## config.mk

```make
export PLATFORM = sky130hd
export DESIGN_NAME = syscall_printer_flat
export DESIGN_NICKNAME = d
export VERILOG_FILES = /design/src/rtl/syscall_printer_pkg.sv /design/src/rtl/syscall_printer_if.sv /design/src/rtl/syscall_printer_dec_digit_gen.sv /design/src/rtl/syscall_printer.sv /design/src/flat_wrapper.sv
export SDC_FILE = /design/constraint.sdc
export NUM_CORES = 1
export LEC_CHECK = 0
export CAP_MARGIN = 20
export CELL_PAD_IN_SITES_DETAIL_PLACEMENT = 0
export CELL_PAD_IN_SITES_GLOBAL_PLACEMENT = 2
export CORE_MARGIN = 4
export CORE_UTILIZATION = 32
export CTS_CLUSTER_DIAMETER = 30
export DETAILED_ROUTE_END_ITERATION = 8
export HOLD_SLACK_MARGIN = 0.08
export MAX_ROUTING_LAYER = met4
export PLACE_DENSITY = 0.93
export SETUP_SLACK_MARGIN = 0.2
export SYNTH_ARGS = -nofsm -noshare
export SYNTH_HDL_FRONTEND = slang
export SYNTH_SLANG_ARGS = --single-unit
```

## constraint.sdc

```tcl
create_clock -name clk -period 4.7 [get_ports clk]
set_input_delay 0.94 -clock clk [delete_from_list [all_inputs] [get_ports clk]]
set_output_delay 0.94 -clock clk [all_outputs]
set_load 0.05 [all_outputs]
```

## src/rtl/syscall_printer_pkg.sv

```systemverilog
// rtl/syscall_printer_pkg.sv - service codes, state encoding and helper tables for syscall_printer
package syscall_printer_pkg;

    localparam logic [31:0] SYS_PRINT_INT    = 32'd1;
    localparam logic [31:0] SYS_PRINT_STRING = 32'd4;
    localparam logic [31:0] SYS_EXIT         = 32'd10;
    localparam logic [31:0] SYS_PRINT_CHAR   = 32'd11;

    typedef enum logic [2:0] {
        S_IDLE,
        S_INT,
        S_FETCH,
        S_WAIT,
        S_EMIT,
        S_DONE
    } state_t;

    typedef enum logic [1:0] {
        SRC_CHAR,
        SRC_STR,
        SRC_INT
    } src_t;

    function automatic logic [31:0] pow10(input logic [3:0] idx);
        case (idx)
            4'd0:    pow10 = 32'd1;
            4'd1:    pow10 = 32'd10;
            4'd2:    pow10 = 32'd100;
            4'd3:    pow10 = 32'd1000;
            4'd4:    pow10 = 32'd10000;
            4'd5:    pow10 = 32'd100000;
            4'd6:    pow10 = 32'd1000000;
            4'd7:    pow10 = 32'd10000000;
            4'd8:    pow10 = 32'd100000000;
            4'd9:    pow10 = 32'd1000000000;
            default: pow10 = 32'd1;
        endcase
    endfunction

    // Big-endian lane select: offset 0 is the most significant byte.
    function automatic logic [7:0] sel_byte(input logic [31:0] word, input logic [1:0] off);
        case (off)
            2'd0:    sel_byte = word[31:24];
            2'd1:    sel_byte = word[23:16];
            2'd2:    sel_byte = word[15:8];
            default: sel_byte = word[7:0];
        endcase
    endfunction

endpackage

```

## src/rtl/syscall_printer_if.sv

```systemverilog
// rtl/syscall_printer_if.sv - data-memory read port and console byte stream
interface syscall_printer_if;
    logic        mem_rd;
    logic [31:0] mem_addr;
    logic [31:0] mem_rdata;
    logic [7:0]  char_data;
    logic        char_valid;
    logic        char_ready;

    modport master (
        output mem_rd, mem_addr, char_data, char_valid,
        input  mem_rdata, char_ready
    );

    modport slave (
        input  mem_rd, mem_addr, char_data, char_valid,
        output mem_rdata, char_ready
    );
endinterface

```

## src/rtl/syscall_printer_dec_digit_gen.sv

```systemverilog
// rtl/syscall_printer_dec_digit_gen.sv - decimal digits of an unsigned magnitude, MSD first
module syscall_printer_dec_digit_gen
    import syscall_printer_pkg::*;
(
    input  logic        clk,
    input  logic        rst,
    input  logic        start,
    input  logic [31:0] mag,
    output logic        digit_valid,
    output logic [3:0]  digit,
    output logic        digit_last,
    input  logic        digit_ready
);

    logic [31:0] rem;
    logic [3:0]  idx;
    logic [3:0]  cnt;
    logic        busy;
    logic        seen;
    logic [31:0] p;

    assign p          = pow10(idx);
    assign digit      = cnt;
    assign digit_last = (idx == 4'd0);

    // One subtraction per cycle; a zero digit is shown only after a non-zero one or in the units place.
    always_ff @(posedge clk or posedge rst) begin
        if (rst) begin
            rem         <= '0;
            idx         <= '0;
            cnt         <= '0;
            busy        <= 1'b0;
            seen        <= 1'b0;
            digit_valid <= 1'b0;
        end else if (start) begin
            rem         <= mag;
            idx         <= 4'd9;
            cnt         <= '0;
            busy        <= 1'b1;
            seen        <= 1'b0;
            digit_valid <= 1'b0;
        end else if (digit_valid) begin
            if (digit_ready) begin
                digit_valid <= 1'b0;
                cnt         <= '0;
                if (idx == 4'd0) busy <= 1'b0;
                else             idx  <= idx - 4'd1;
            end
        end else if (busy) begin
            if (rem >= p) begin
                rem <= rem - p;
                cnt <= cnt + 4'd1;
            end else if (cnt != 4'd0 || seen || idx == 4'd0) begin
                digit_valid <= 1'b1;
                seen        <= 1'b1;
            end else begin
                idx <= idx - 4'd1;
            end
        end
    end

endmodule

```

## src/rtl/syscall_printer.sv

```systemverilog
// rtl/syscall_printer.sv - executes print_int/print_string/print_char/exit syscalls onto a byte stream
module syscall_printer
    import syscall_printer_pkg::*;
#(
    parameter int unsigned MAX_STR_LEN = 256
) (
    input  logic              clk,
    input  logic              rst,
    input  logic              syscall,
    input  logic [31:0]       v0,
    input  logic [31:0]       a0,
    syscall_printer_if.master bus,
    output logic              stall,
    output logic              halt,
    output logic              err
);

    state_t      state, next_state;
    src_t        src;
    logic [31:0] arg;
    logic [31:0] len;
    logic [7:0]  char_q;
    logic        int_last;
    logic        begin_svc;
    logic        len_full;
    logic [7:0]  rd_byte;
    logic [31:0] mag;
    logic        digit_start, digit_valid, digit_ready, digit_last;
    logic [3:0]  digit;

    assign begin_svc = (state == S_IDLE) && syscall && !halt;
    assign len_full  = (len == 32'(MAX_STR_LEN));
    assign rd_byte   = sel_byte(bus.mem_rdata, arg[1:0]);
    assign mag       = a0[31] ? (~a0 + 32'd1) : a0;

    syscall_printer_dec_digit_gen u_digits (
        .clk         (clk),
        .rst         (rst),
        .start       (digit_start),
        .mag         (mag),
        .digit_valid (digit_valid),
        .digit       (digit),
        .digit_last  (digit_last),
        .digit_ready (digit_ready)
    );

    always_ff @(posedge clk or posedge rst) begin
        if (rst) state <= S_IDLE;
        else     state <= next_state;
    end

    always_comb begin
        next_state = state;
        case (state)
            S_IDLE: begin
                if (begin_svc) begin
                    if (v0 == SYS_PRINT_INT)         next_state = a0[31] ? S_EMIT : S_INT;
                    else if (v0 == SYS_PRINT_STRING) next_state = S_FETCH;
                    else if (v0 == SYS_PRINT_CHAR)   next_state = S_EMIT;
                    else                             next_state = S_DONE;
                end
            end
            S_FETCH: next_state = S_WAIT;
            S_WAIT:  next_state = (rd_byte == 8'h00) ? S_DONE : S_EMIT;
            S_INT:   next_state = digit_valid ? S_EMIT : S_INT;
            S_EMIT: begin
                if (bus.char_ready) begin
                    case (src)
                        SRC_STR: next_state = len_full ? S_DONE : S_FETCH;
                        SRC_INT: next_state = int_last ? S_DONE : S_INT;
                        default: next_state = S_DONE;
                    endcase
                end
            end
            default: next_state = S_IDLE;
        endcase
    end

    always_comb begin
        bus.mem_rd     = (state == S_FETCH);
        bus.mem_addr   = (state == S_FETCH) ? {arg[31:2], 2'b00} : 32'h0;
        bus.char_valid = (state == S_EMIT);
        bus.char_data  = char_q;
        stall          = begin_svc || (state != S_IDLE && state != S_DONE);
        digit_start    = begin_svc && (v0 == SYS_PRINT_INT);
        digit_ready    = (state == S_INT);
    end

    // A negative int is emitted as '-' first; the digit generator runs in parallel.
    always_ff @(posedge clk or posedge rst) begin
        if (rst) begin
            src      <= SRC_CHAR;
            arg      <= '0;
            len      <= '0;
            char_q   <= '0;
            int_last <= 1'b0;
            halt     <= 1'b0;
            err      <= 1'b0;
        end else begin
            err <= 1'b0;
            case (state)
                S_IDLE: begin
                    if (begin_svc) begin
                        arg      <= a0;
                        len      <= '0;
                        int_last <= 1'b0;
                        if (v0 == SYS_PRINT_CHAR) begin
                            src    <= SRC_CHAR;
                            char_q <= a0[7:0];
                        end else if (v0 == SYS_PRINT_STRING) begin
                            src <= SRC_STR;
                        end else if (v0 == SYS_PRINT_INT) begin
                            src <= SRC_INT;
                            if (a0[31]) char_q <= 8'h2D;
                        end else if (v0 == SYS_EXIT) begin
                            halt <= 1'b1;
                        end else begin
                            err <= 1'b1;
                        end
                    end
                end
                S_WAIT: begin
                    if (rd_byte != 8'h00) begin
                        char_q <= rd_byte;
                        arg    <= arg + 32'd1;
                        len    <= len + 32'd1;
                    end
                end
                S_INT: begin
                    if (digit_valid) begin
                        char_q   <= 8'h30 + {4'h0, digit};
                        int_last <= digit_last;
                    end
                end
                S_EMIT: begin
                    if (bus.char_ready && src == SRC_STR && len_full) err <= 1'b1;
                end
                default: ;
            endcase
        end
    end

endmodule

```

## src/flat_wrapper.sv

```systemverilog
// flat-port wrapper written by rule: the top's interface ports become plain ports
module syscall_printer_flat import syscall_printer_pkg::*;
#(
    parameter int unsigned MAX_STR_LEN = 256
)
  (clk, rst, syscall, v0, a0, stall, halt, err, bus_mem_rd, bus_mem_addr, bus_char_data, bus_char_valid, bus_mem_rdata, bus_char_ready);
  syscall_printer_if bus_i ();
  input  logic clk;
  input  logic rst;
  input  logic syscall;
  input  logic [31:0] v0;
  input  logic [31:0] a0;
  output logic stall;
  output logic halt;
  output logic err;
  output wire logic [$bits(bus_i.mem_rd)-1:0] bus_mem_rd;
  output wire logic [$bits(bus_i.mem_addr)-1:0] bus_mem_addr;
  output wire logic [$bits(bus_i.char_data)-1:0] bus_char_data;
  output wire logic [$bits(bus_i.char_valid)-1:0] bus_char_valid;
  input wire logic [$bits(bus_i.mem_rdata)-1:0] bus_mem_rdata;
  input wire logic [$bits(bus_i.char_ready)-1:0] bus_char_ready;
  assign bus_mem_rd = bus_i.mem_rd;
  assign bus_mem_addr = bus_i.mem_addr;
  assign bus_char_data = bus_i.char_data;
  assign bus_char_valid = bus_i.char_valid;
  assign bus_i.mem_rdata = bus_mem_rdata;
  assign bus_i.char_ready = bus_char_ready;
  syscall_printer #(.MAX_STR_LEN(MAX_STR_LEN)) u_core (.clk(clk), .rst(rst), .syscall(syscall), .v0(v0), .a0(a0), .bus(bus_i), .stall(stall), .halt(halt), .err(err));
endmodule
```

## After elaboration in Yosys (flattened, before gate mapping)

Memories as Yosys holds them, arrays and structs flattened.
Cells that the tools add are included.

| storage, ports and cells | value |
|---|---|
| logic and storage cells | 167 |
| memories | 1 |
| output and inout bits | 45 |
| input port bits | 100 |
| memory bits (read-only) | 480 |
| register bits | 123 |

| cells by class | value |
|---|---|
| equality and inequality tests | 27 |
| magnitude comparators | 1 |
| add/subtract/negate cells | 7 |
| reductions and logical operators | 40 |
| muxes and demuxes | 73 |
| bitwise operators | 4 |

Memory list:

| name | depth | bits a word | read ports | clocked after Yosys merged registers in | wr ports | line | source |
|---|---|---|---|---|---|---|---|
| (no name shown) | 16 | 30 | 1 | 0 | 0 | syscall_printer_pkg.sv:25 | `case (idx)` |

Operators by type and width:

| cell | count |
|---|---|
| 32-bit 2-to-1 mux | 10 |
| 32-bit one-hot mux with 2 select lines | 2 |
| 32-bit by 1-bit adder with 32-bit output (second input constant) | 3 |
| 32-bit by 4-bit equality test with 1-bit output (second input constant) | 2 |
| 8-bit 2-to-1 mux | 7 |
| 4-bit 2-to-1 mux | 12 |
| 8-bit one-hot mux with 3 select lines | 2 |
| 32-bit by 1-bit equality test with 1-bit output (second input constant) | 1 |
| 32-bit by 3-bit equality test with 1-bit output (second input constant) | 1 |
| 32-bit by 9-bit equality test with 1-bit output (second input constant) | 1 |
| 32-bit >= comparator | 1 |
| 32-bit inverter | 1 |
| 32-bit subtractor | 1 |
| 1-bit 2-to-1 mux | 25 |
| 3-bit 2-to-1 mux | 8 |
| 3-bit AND reduction | 6 |
| 2-bit nonzero test | 8 |
| 3-bit one-hot mux with 5 select lines | 1 |
| 3-bit nonzero test | 5 |
| 3-bit inequality test (second input constant) | 4 |
| 2-bit by 1-bit inequality test with 1-bit output (second input constant) | 5 |
| 3-bit by 2-bit inequality test with 1-bit output (second input constant) | 3 |
| 8-bit logical NOT | 1 |
| 8-bit nonzero test | 1 |
| other kinds (26) | 41 |

## Depth between registers and ports, before layout

| depth | value |
|---|---|
| depth in word-level cells | 8 |
| depth in mapped cells | 17 |
| gate-level depth less buffers | 15 |

## Cells and area by module

A second synthesis with hierarchy kept.

| second synthesis, totals | value |
|---|---|
| cell total of the unflattened synthesis | 1,263 |
| area total of the unflattened synthesis | 10,272.4 um2 |

Modules (own cells, without submodules):

| module | area an instance (um2) | times used | cells an instance |
|---|---|---|---|
| syscall_printer | 6,224.7 | 1 | 760 |
| syscall_printer_dec_digit_gen | 4,047.6 | 1 | 503 |

## Worst setup path before layout

Ideal clock, no wire load.

| timing path | value |
|---|---|
| path type | reg2reg |
| from | register u_core.u_digits.idx[3] |
| to | register u_core.u_digits.rem[29] |
| buffers on the path | 5 |
| cell stages (with the launch flop) | 18 |
| arrival | 3,512 ps |
| data required time | 4,613 ps |
| path slack | 1,101 ps |
| setup time | 87 ps |
| cell sequence | dfrtp_1 clkbuf_1 nor2b_1 clkbuf_1 and2_1 a21oi_1 ha_1 clkbuf_1 and2_1 nand3_1 inv_1 a221oi_1 o31ai_2 o211ai_1 clkbuf_1 buf_1 a21oi_1 a22oi_1 |

| between the ends | value |
|---|---|
| cells in the longest elaborated chain, start to end | 6 |
| elaborated cells between the ends (all ways) | 9 |
| classes of those cells | add/sub: 1; order compare: 1; mux: 4; reduce/logical: 2; memory: 1 |

RTL lines:

| what | line | source |
|---|---|---|
| start: declaration | syscall_printer_dec_digit_gen.sv:16 | `logic [3:0] idx;` |
| start signal: assignment | syscall_printer_dec_digit_gen.sv:47 | `else idx <= idx - 4'd1;` |
| start signal: assignment | syscall_printer_dec_digit_gen.sv:57 | `idx <= idx - 4'd1;` |
| memory 16 x 30 bit (*) | n/a |  |
| 32-bit subtractor | syscall_printer_dec_digit_gen.sv:51 | `rem <= rem - p;` |
| 32-bit 2-to-1 mux | syscall_printer_dec_digit_gen.sv:50 | `if (rem >= p) begin` |
| 32-bit 2-to-1 mux | syscall_printer_dec_digit_gen.sv:49 | `end else if (busy) begin` |
| 32-bit 2-to-1 mux | syscall_printer_dec_digit_gen.sv:42 | `end else if (digit_valid) begin` |
| 32-bit 2-to-1 mux | syscall_printer_dec_digit_gen.sv:35 | `end else if (start) begin` |
| end signal: assignment | syscall_printer_dec_digit_gen.sv:36 | `rem <= mag;` |
| end signal: assignment | syscall_printer_dec_digit_gen.sv:51 |  |
| end: declaration | syscall_printer_dec_digit_gen.sv:15 | `logic [31:0] rem;` |

Every way passes the cells marked *; elsewhere a longest branch is shown, timed or not. The select of a mux whose other input is x is not followed.
A chain may end at the register's enable or synchronous reset.

## Final worst setup path

| timing path | value |
|---|---|
| from | register u_core.u_digits.idx[1] |
| to | register u_core.u_digits.cnt[3] (netlist: u_core.u_digits.digit[3]) |

| between the ends | value |
|---|---|
| cells in the longest elaborated chain, start to end | 4 |

RTL lines:

| what | line | source |
|---|---|---|
| memory 16 x 30 bit | n/a |  |
| 32-bit >= comparator | syscall_printer_dec_digit_gen.sv:50 |  |
| 3-bit nonzero test (no line) | n/a |  |
| 3-bit AND reduction (no line) | n/a |  |
| end signal: assignment | syscall_printer_dec_digit_gen.sv:52 | `cnt <= cnt + 4'd1;` |
| end: declaration | syscall_printer_dec_digit_gen.sv:17 | `logic [3:0] cnt;` |

Every way passes these cells.

==> impl_metrics.tcl <==
set metrics [dict create \
    dr_total_vias 9409 \
    clkTransAtPathRegs_ns 0.06 \
    critPathMaxFanout 9 \
    min_period_over_period_pct 87.4 \
    fin_ws_ns 0.593 \
    portBuffers 142 \
    worstSetupEndpointType "flop" \
    synth.distinct_cells 66 \
    holdBufCountCts 0 \
    final-hold-violation-count 0 \
    clk_latency_ns 0.42 \
    multi_input_area_um2 6210 \
    yosysTopAreaCell "dfrtp_1" \
    synth_top_cell_area_share_pct 32.0 \
    cp.arrival_ns 4.45 \
    fill_cells 3070 \
    antenna_found_initial 1 \
    syn_to_final_growth_pct 26.1 \
    initial_core_util_pct 32.5 \
    synthFlopType "dfrtp_1" \
    ir_drop_mv 0.241 \
    drt_iter0_drc 710 \
    grt_usage_pct 18.8 \
    syn_area_per_cell_um2 7.90 \
    post_cts_buffers 0 \
    crit_family "compound AO/OA/AOI/OAI gates" \
    synth.area.top_cells "dfrtp_1 (32%), a21oi_1 (6.3%), ha_1 (6.1%)" \
    hold_path_class "reg2reg" \
    firstDrtPassIters 6 \
    final_util_pct 40.9 \
    wl_mm 30.7 \
    cts_tree "done" \
    min_period_ns 4.11 \
    ys_warn_count 0 \
    grt_pass1_vias 8983 \
    synth-edff-count 0 \
    synthCells 1218 \
    path_class "reg2reg" \
    synth-seq-area-share_pct 32.0 \
    synth-seq-cells 123 \
    leakagePower_nw 4.88 \
    cts_buffer_depth 2 \
    critical-path-slowest-cell "o31ai_2" \
    final_common_cell "clkdlybuf4s50_1" \
    numCtsBuffers 17 \
    setup_viol_count_final 0 \
    clock_sinks 123 \
    dp_slack_ns 0.567 \
    row_count 63 \
    p_per_area_nw_per_um2 224 \
    grt_max_degree 67 \
    gp_congestion 0.869 \
    cp_data_required_time_ns 5.05 \
    final_cell_mix "clkdlybuf4s50_1 (141), nand2_1 (125), dfrtp_1 (123), a21oi_1 (122), nor2_1 (116)" \
    crit_buf_inv 1 \
    die_y_um 181 \
    drive_gt1_share_pct 6.07 \
    grt_overflow 0 \
    clockRootBuffer "clkbuf_16" \
    timing.fmax_ghz 0.243 \
    slew_viol_final 0 \
    cts.htree.levels 4 \
    grt_setup_unrepaired "false" \
    grt_pass1_wl_mm 49.2 \
    ant_nets 0 \
    die_x_um 181 \
    wl_per_cell_um 17.6 \
    drc 0 \
    dpl.hpwl_mm 23.1 \
    regArea_um2 3080 \
    mappedNetlistArea_um2 9620 \
    dp.cells 1709 \
    start_kind "flop" \
    slew_headroom_pct 32.5 \
    crit_chain "inv_1, ha_1, nand2_1, nand2_1, ha_1, fa_1, nor2b_1, o21ai_0, a21oi_1, nor2_1, o31ai_2, o211ai_1, or3_1, a21oi_1" \
    ys_async_sr_fraction_pct 100 \
    ioPinCount 145 \
    crit_path_max_incr_delay_ns 0.59 \
    core_area_um2 29600 \
    nets 1486 \
    finClkSkew_ns 0.0101 \
    tns_ns 0 \
    viasPerCell 5.40 \
    status "finished clean" \
    dieArea_um2 32900 \
    maxCapViolations 0 \
    final_cells 1742 \
    worstMarginPinSlew_ns 1.00 \
]
## Yosys cell counts, types with 4 or more instances
library cell,n
xnor2_1,36
a211oi_1,18
o31ai_1,17
and4_1,5
dfrtp_1,123
a32oi_1,5
or4_1,6
a21oi_1,122
o211ai_1,8
a222oi_1,5
nand2_1,125
o22ai_1,14
o41ai_1,4
or3_4,5
and2_1,44
a31oi_1,16
and3_1,18
nor2_1,117
xor2_1,48
o21ai_0,86
clkbuf_1,54
nor4_1,18
nor3_1,19
a21o_1,20
nand2b_1,15
mux2_2,6
inv_1,34
nand3_1,49
or3_1,20
nand4_1,15
ha_1,47
mux2i_1,7
a22oi_1,15
nor3b_1,5
nor2b_1,21
## per-stage QoR
| step | instance area (um^2) | hold WS (ns) | total power [W] |
|---|---|---|---|
| 5_1_grt | 12100 | 0.507 | 0.00281 |
| 6_report | 12100 | 0.480 | 0.00272 |
| 3_5_place_dp | 11500 | 0.472 | 0.00128 |
| 2_1_floorplan | 9630 | 0.466 | 0.00116 |
| 4_1_cts | 12100 | 0.486 | 0.00275 |
| 3_3_place_gp | 11500 | 0.474 | 0.00128 |
## cell families (layout without fill, tap and decap cells)
| logic type | count (synthesis) | after routing | synth area share [%] |
|---|---|---|---|
| buf+inv | 96 | 228 | 3.85 |
| flops | 123 | 123 | 32.0 |
| fa+ha+maj | 48 | 48 | 6.32 |
| compound gates | 361 | 361 | 23.1 |
| xor+xnor | 84 | 84 | 7.64 |
| other cells | 1 | 3 | 0.0390 |
| simple gates | 492 | 492 | 25.6 |
| mux | 13 | 13 | 1.43 |
## worst min-delay path: stages, from the launching register on
cell and delay, ns:
dfrtp_1 0.34, nand2_1 0.04, o21ai_0 0.06
## metal layers
metal  vias to the layer above  global-route usage (%)  share of wire (%)
li1                       4647                       -                  -
met1                      4503                    26.2                 48
met2                       224                    28.5                 46
met3                        35                    3.02                4.3
met4                         0                    5.10                1.9
met5                         -                       -                  0
## registers in the layout, indices dropped and copies added (netlist names)
signal / flops
u_core.len: 32
u_core.src: 2
u_core.arg: 32
u_core.err: 1
u_core.u_digits.rem: 32
u_core.bus.char_data: 8
u_core.u_digits.idx: 4
u_core.u_digits.digit_valid: 1
u_core.u_digits.digit: 4
u_core.halt: 1
u_core.u_digits.seen: 1
u_core.state: 3
u_core.u_digits.busy: 1
u_core.int_last: 1
## where the power goes
| group | total (W) | internal (W) | leakage [nW] | switching (W) |
|---|---|---|---|---|
| sequential | 0.00106 | 0.00106 | 1.55 | 0 |
| combinational | 0.000205 | 0.000105 | 3.01 | 0.000100 |
| clock | 0.00146 | 0.000900 | 0.315 | 0.000560 |
| total | 0.00272 | 0.00206 | 4.88 | 0.000660 |
## worst paths after layout
kind	startpoint	end	slack [ns]	cells after the start
min in group asynchronous	rst	u_core.err	1.03	2
worst min-delay path	u_core.bus.char_data[3]	u_core.bus.char_data[3]	0.48	2
max in group asynchronous	rst	u_core.u_digits.rem[28]	2.79	3
worst min register to register	u_core.bus.char_data[3]	u_core.bus.char_data[3]	0.48	2
worst max-delay path	u_core.u_digits.idx[1]	u_core.u_digits.digit[3]	0.59	14
worst max register to register	u_core.u_digits.idx[1]	u_core.u_digits.digit[3]	0.59	14
## what timing repair did
item / CTS / global route
resized for setup: 0 / 1
hold endpoints to repair: 0 / 0
endpoints found under the setup margin: 0 / 4
## cell type report
type / count / share of cell area [%]
sequential: 123 / 25.4
clock inverter: 15 / 1.74
inverter: 35 / 1.10
multi-input combinational: 1000 / 51.2
timing repair buffer: 161 / 13.1
antenna: 1 / 0.0206
tap: 390 / 4.02
clock buffer: 17 / 3.51
(Power assumes the default switching activity.)
==> patch 1, RTL diff (config.mk and constraints unchanged) <==
Reset style: synchronous (`rst`), changed in 3 clocked blocks.
--- a/src/rtl/syscall_printer_dec_digit_gen.sv
+++ b/src/rtl/syscall_printer_dec_digit_gen.sv
@@ -24,7 +24,7 @@
     assign digit_last = (idx == 4'd0);
 
     // One subtraction per cycle; a zero digit is shown only after a non-zero one or in the units place.
-    always_ff @(posedge clk or posedge rst) begin
+    always_ff @(posedge clk) begin
         if (rst) begin
             rem         <= '0;
             idx         <= '0;
--- a/src/rtl/syscall_printer.sv
+++ b/src/rtl/syscall_printer.sv
@@ -44,7 +44,7 @@
         .digit_ready (digit_ready)
     );
 
-    always_ff @(posedge clk or posedge rst) begin
+    always_ff @(posedge clk) begin
         if (rst) state <= S_IDLE;
         else     state <= next_state;
     end
@@ -87,7 +87,7 @@
     end
 
     // A negative int is emitted as '-' first; the digit generator runs in parallel.
-    always_ff @(posedge clk or posedge rst) begin
+    always_ff @(posedge clk) begin
         if (rst) begin
             src      <= SRC_CHAR;
             arg      <= '0;
Check against the original RTL: differs if rst is asserted again (counterexample within 4 cycles, from zero or initial values and one cycle with rst high); with rst held inactive, the same outputs for 4 cycles.
==> patch 1 against the unedited design <==
  * First-iteration DRC count grew 16%
  * Maximum frequency rose by 2.6%
  * Utilization decreased by 0.47 points
  * Routed wire length increased by 0.68%
  * Register-to-register slack better by 0.14 ns
  * Area after synthesis shrank 2.9%
  * Critical endpoint is now u_core.u_digits.rem[29]
  * Sequential cell count is the same
  * Final area is 4.0% lower
  * Worst setup slack better by 0.10 ns
  * Worst hold slack got worse by 0.024 ns
Power is not compared: it rests on default switching activity, and its combinational part moved more than twofold at a synthesized area within 25%.
==> patch 1: results (changes against the unedited design) <==
stage,metric,value,unit,change
global_route,initial antenna violation count,1,,unchanged
drt,first-pass detailed-route iteration total,6,,unchanged
place,port buffer count,142,,unchanged
synthesis,Unique masters post-synth,76,,was 66
cts,"Reg clk slew, reported paths",0.07,ns,
global_route,GRT Total Usage,19.51,%,was 18.79%
place,routability cong.,0.9160,,was 0.8694
global_route,largest net degree at the start of global routing,60,,was 67
setup_path,Worst Path Arrival,4.32,ns,was 4.45 ns
timing,Final TNS setup,0,ns,unchanged
global_route,vias in the first global route,8994,,"was 8,983"
setup_path,Crit-path slowest cell,or4_4,,was o31ai_2
pwr,Leak,0.004387,uW,
synthesis,"top cells by area, synth","dfxtp_1 26%, ha_1 6.3%, nor2_1 5.5%",,"was dfrtp_1 32%, a21oi_1 6.3%, ha_1 6.1%"
setup_path,r2r endpoint,u_core.u_digits.rem[24],,was u_core.u_digits.digit[3]
drt,wire length per cell,17.59,um,was 17.63 um
place,DP HPWL,23470,um,"was 23,080 um"
cts,TritonCTS Buffers,17,,unchanged
timing,maximum clock frequency,0.2498,GHz,was 0.2435 GHz
setup_path,crit path from,a0[6],,was u_core.u_digits.idx[1]
setup_path,max incr delay on CP,0.59,ns,about the same
synthesis,sequential fraction of the synthesis area,26.36,%,was 31.98%
synthesis,fraction of registers with async set/reset,0,%,was 100.0%
cts,htree depth,4,,unchanged
min_path,Hold Crit Class,reg -> reg,,unchanged
setup_path,Critical Path End,u_core.u_digits.rem[29],,was u_core.u_digits.digit[3]
setup_path,Crit Path Max Fanout,5,,was 9
drt,drt first-iter violations,827,,was 710
status,status,"finished, final reports clean",,unchanged
cts,worst skew pair latency,0.43,ns,
setup_path,r2r startpoint,u_core.u_digits.idx[1],,unchanged
drt,vias,9620,,"was 9,409"
cts,Clock Path Buffers,2,,unchanged
timing,Clock Skews,0.01860,ns,was 0.01009 ns
cells_and_area,biggest regs,"u_core.arg: 32 flops, u_core.len: 32 flops, u_core.u_digits.rem: 32 flops",,unchanged
cells_and_area,share of post-route cells with drive strength above 1,5.972,%,was 6.070%
place,pre-CTS setup slack,0.3256,ns,was 0.5668 ns
synthesis,yosys warns,0,,unchanged
global_route,global-route wire length before repair,48780,um,"was 49,180 um"
cts,clock root cell,clkbuf_16,,unchanged
cts,post-CTS setup buffers,0,,unchanged
cells_and_area,Fillers,2951,,"was 3,070"
cells_and_area,Layout Nets,1508,,"was 1,486"
timing,Worst Max-Slew Pin Slew,0.9291,ns,was 1.004 ns
timing,Hold Slack,0.4558,ns,was 0.4796 ns
synthesis,"Primary FF master, synth",dfxtp_1,,was dfrtp_1
synthesis,most common library cells after synthesis,"138 x nor2_1, 130 x nand2_1, 123 x dfxtp_1, 103 x a21oi_1, 70 x o21ai_0",,"was 125 x nand2_1, 123 x dfrtp_1, 122 x a21oi_1, 117 x nor2_1, 86 x o21ai_0"
setup_path,FF-to-FF setup slack,0.73,ns,was 0.59 ns
setup_path,R2R depth,15,,was 14
## patch 1: cell types whose count changed after synthesis, sizes merged, moves of 11 or more
cell	delta
dfrtp	-123
dfxtp	+123
a211oi	+27
nor2	+21
a21oi	-20
o21ai	-17
or3	-15
clkbuf	+14
nand3	-14
a31oi	-12
a221oi	+11
## patch 1: worst min path at each step
stage | from | end
floorplan | u_core.u_digits.seen | u_core.u_digits.seen
global placement | u_core.bus.char_data[2] | u_core.bus.char_data[2]
detailed placement | u_core.bus.char_data[2] | u_core.bus.char_data[2]
CTS | u_core.bus.char_data[2] | u_core.bus.char_data[2]
global route | u_core.bus.char_data[2] | u_core.bus.char_data[2]
finish | u_core.bus.char_data[2] | u_core.bus.char_data[2]
## patch 1: layer usage
layer / vias to the layer above / wire [um] / GRT usage, %
met5: - / 0 / -
met4: 0 / 733 / 5.916
met3: 45 / 1393 / 2.826
met2: 250 / 14000 / 29.93
met1: 4537 / 14790 / 26.67
li1: 4788 / - / -
## patch 1: cell type report
| class | instances | area, um^2 | area share (%) |
|---|---|---|---|
| antenna | 1 | 2.502 | 0.02148 |
| clock inverter | 14 | 113.9 | 0.9775 |
| sequential | 123 | 2462 | 21.14 |
| multi-input combinational | 1023 | 6439 | 55.28 |
| tap | 384 | 480.5 | 4.125 |
| timing repair buffer | 164 | 1594 | 13.69 |
| clock buffer | 18 | 439.2 | 3.771 |
| inverter | 31 | 116.4 | 0.9990 |
## patch 1: critical path, delay by kind of cell
family	cells	cell delay, ns
buffers and inverters	1	0.45
AOI/OAI and AO/OA	2	0.64
and+or+nand+nor	5	2.18
xor gates and xnor gates	1	0.12
## patch 1: logic make-up after synthesis
group,after synthesis,share of synthesized area [%]
AOI/OAI and AO/OA,370,26.33
xor gates and xnor gates,89,8.343
adders and majority gates,48,6.509
buffers and inverters,113,4.861
DFF,123,26.36
muxes,11,1.192
other,1,0.04014
and+or+nand+nor,503,26.37
## patch 1: stage by stage
stage / cells / cell area (um^2)
CTS: 1757 / 11640
floorplan: 1259 / 9346
detailed placement: 1725 / 11090
finish: 1758 / 11650
global placement: 1725 / 11090
global route: 1758 / 11650
## patch 1: report_power, final
| group | switching, uW | internal, uW | leakage (uW) | total, uW |
|---|---|---|---|---|
| Clock | 552 | 698 | 0.000254 | 1250 |
| Combinational | 616 | 398 | 0.00314 | 1010 |
| Sequential | 141 | 1140 | 0.000997 | 1290 |
==> patch 2, RTL diff (same flow settings) <==
Without the edit above. `MAX_STR_LEN` is set to 256 in 2 places; all go to 128.
--- a/src/rtl/syscall_printer.sv
+++ b/src/rtl/syscall_printer.sv
@@ -2,7 +2,7 @@
 module syscall_printer
     import syscall_printer_pkg::*;
 #(
-    parameter int unsigned MAX_STR_LEN = 256
+    parameter int unsigned MAX_STR_LEN = 128
 ) (
     input  logic              clk,
     input  logic              rst,
--- a/src/flat_wrapper.sv
+++ b/src/flat_wrapper.sv
@@ -1,7 +1,7 @@
 // flat-port wrapper written by rule: the top's interface ports become plain ports
 module syscall_printer_flat import syscall_printer_pkg::*;
 #(
-    parameter int unsigned MAX_STR_LEN = 256
+    parameter int unsigned MAX_STR_LEN = 128
 )
   (clk, rst, syscall, v0, a0, stall, halt, err, bus_mem_rd, bus_mem_addr, bus_char_data, bus_char_valid, bus_mem_rdata, bus_char_ready);
   syscall_printer_if bus_i ();
Behaviour: no difference found for any inputs over 4 cycles, from zero or initial values and one cycle with rst high; that may be too few to reach the edited logic, so the function may still have changed.
==> patch 2 against the unedited design <==
  * Final area down 0.69%
  * Routed wire length is 3.2% higher
  * Sequential power is essentially flat
  * Count of clock-buffer cells in the layout increased by 1
  * Total power down 6.2%
  * Area after synthesis increased by 0.25%
  * Sequential cell count stayed put
  * Final cell count hardly changed
  * Worst setup slack got worse by 0.074 ns
  * Clock skew up 0.0048 ns
  * Largest power group unchanged
==> patch 2: results (changes against the unedited design) <==
stage,metric,value,unit,change
synthesis,largest family of logic cells by synthesized area,simple AND/OR/NAND/NOR gates,,unchanged
synthesis,Unique masters post-synth,69,,was 66
timing,slew margin rel.,47.62,%,was 32.49%
pwr,Leak,0.004800,uW,was 0.004880 uW
cells_and_area,Fillers,3003,,"was 3,070"
global_route,met3 usage,2.404,%,was 3.025%
synthesis,cell taking the most area after synthesis,dfrtp_1,,unchanged
min_path,Hold Crit Class,reg -> reg,,unchanged
place,routability cong.,0.9238,,was 0.8694
synthesis,"Primary FF master, synth",dfrtp_1,,unchanged
synthesis,Synth Area in Compound Gates,24.35,%,was 23.10%
drt,wire length per cell,18.18,um,was 17.63 um
setup_path,R2R depth,15,,was 14
pwr,Peak supply drop,0.2220,mV,was 0.2409 mV
setup_path,FF-to-FF setup slack,0.52,ns,was 0.59 ns
setup_path,Critical Path End,u_core.u_digits.rem[31],,was u_core.u_digits.digit[3]
cells_and_area,Layout Nets,1488,,"was 1,486"
synthesis,most common library cells after synthesis,"130 x a21oi_1, 127 x nand2_1, 123 x dfrtp_1, 115 x nor2_1, 92 x o21ai_0",,"was 125 x nand2_1, 123 x dfrtp_1, 122 x a21oi_1, 117 x nor2_1, 86 x o21ai_0"
synthesis,sequential fraction of the synthesis area,31.90,%,was 31.98%
cells_and_area,share of post-route cells with drive strength above 1,5.839,%,was 6.070%
place,DP HPWL,23990,um,"was 23,080 um"
drt,drt first-iter violations,635,,was 710
global_route,global-route wire length before repair,51200,um,"was 49,180 um"
cells_and_area,ant diodes,0,,was 1
global_route,vias in the first global route,9189,,"was 8,983"
place,pre-CTS setup slack,0.4851,ns,was 0.5668 ns
synthesis,"top cells by area, synth","dfrtp_1 32%, a21oi_1 6.7%, ha_1 6.1%",,"was dfrtp_1 32%, a21oi_1 6.3%, ha_1 6.1%"
synthesis,multiplexer share of the synthesized area,0.9467,%,was 1.430%
setup_path,Worst Path Arrival,4.46,ns,was 4.45 ns
global_route,largest net degree at the start of global routing,68,,was 67
timing,Clock Skews,0.01485,ns,was 0.01009 ns
drt,vias,9539,,"was 9,409"
drt,first-pass detailed-route iteration total,5,,was 6
global_route,GRT Total Usage,19.45,%,was 18.79%
setup_path,r2r endpoint,u_core.u_digits.rem[31],,was u_core.u_digits.digit[3]
global_route,initial antenna violation count,0,,was 1
global_route,grt met2 use,30.00,%,was 28.48%
global_route,met1 usage,27.51,%,was 26.20%
setup_path,crit path from,u_core.u_digits.idx[0],,was u_core.u_digits.idx[1]
synthesis,Adder-Cell Fraction of Synth Area,6.303,%,was 6.318%
setup_path,Crit Path Max Fanout,10,,was 9
status,status,"finished, final reports clean",,unchanged
## patch 2: cell type report
| class | instances | area, um^2 | area share (%) |
|---|---|---|---|
| Sequential cell | 123 | 3078 | 25.55 |
| Clock buffer | 18 | 429.2 | 3.562 |
| Clock inverter | 14 | 137.6 | 1.142 |
| Tap cell | 390 | 488.0 | 4.050 |
| Timing Repair Buffer | 164 | 1624 | 13.48 |
| Inverter | 37 | 141.4 | 1.173 |
| Multi-Input combinational cell | 997 | 6151 | 51.05 |
## patch 2: cell families (layout without fill, tap and decap cells)
kind of cell / Yosys count / in the layout
other: 1 / 2
adder cells (fa/ha/maj): 48 / 48
flip-flops: 123 / 123
buffers and inverters: 102 / 233
multiplexers: 9 / 9
XOR/XNOR: 80 / 80
AO/OA/AOI/OAI: 384 / 384
AND/OR/NAND/NOR: 474 / 474
## patch 2: metrics by stage
step / power (uW) / std cells / utilization (%)
after CTS: 2580 / 1743 / 40.51
after detailed placement: 1286 / 1711 / 38.60
final: 2553 / 1743 / 40.55
after global routing: 2641 / 1743 / 40.55
after global placement: 1286 / 1711 / 38.60
after floorplan: 1153 / 1222 / -
## patch 2: routing by layer
| metal | wire length (um) | vias to the layer above |
|---|---|---|
| li1 | - | 4673 |
| met1 | 15430 | 4610 |
| met2 | 14580 | 232 |
| met3 | 1215 | 24 |
| met4 | 471 | 0 |
| met5 | 0 | - |
## patch 2: how the worst min path moves through the flow
stage | start | endpoint | slack (ns) | depth (start not counted)
floorplan | u_core.int_last | u_core.int_last | 0.47 | 2
global placement | u_core.bus.char_data[3] | u_core.bus.char_data[3] | 0.47 | 2
detailed placement | u_core.bus.char_data[0] | u_core.bus.char_data[0] | 0.48 | 2
CTS | u_core.bus.char_data[0] | u_core.bus.char_data[0] | 0.49 | 2
global route | u_core.bus.char_data[0] | u_core.bus.char_data[0] | 0.52 | 2
finish | u_core.bus.char_data[0] | u_core.bus.char_data[0] | 0.48 | 2
## patch 2: worst max-delay path, stage by stage, from the launching register on
cell       delay, ns
dfrtp_1         0.51
inv_1           0.16
ha_1            0.32
nand2_1         0.20
nand2_1         0.08
ha_1            0.21
fa_1            0.38
nor2b_1         0.24
o2111ai_1       0.17
a21oi_1         0.30
o21ai_0         0.22
a21oi_2         0.32
o21a_1          0.42
o211ai_1        0.17
xnor2_1         0.23
o22ai_1         0.11
## patch 2: power breakdown
| part | switching [uW] | internal [uW] |
|---|---|---|
| logic | 102 | 105 |
| clock network | 548 | 740 |
| registers | 0 | 1060 |
## patch 2: repair_timing
| action | CTS | global route |
|---|---|---|
| endpoints found under the setup margin | 0 | 17 |
| gates resized for setup | 0 | 2 |
| endpoints found under the hold margin | 0 | 0 |
| setup buffers | 0 | 0 |
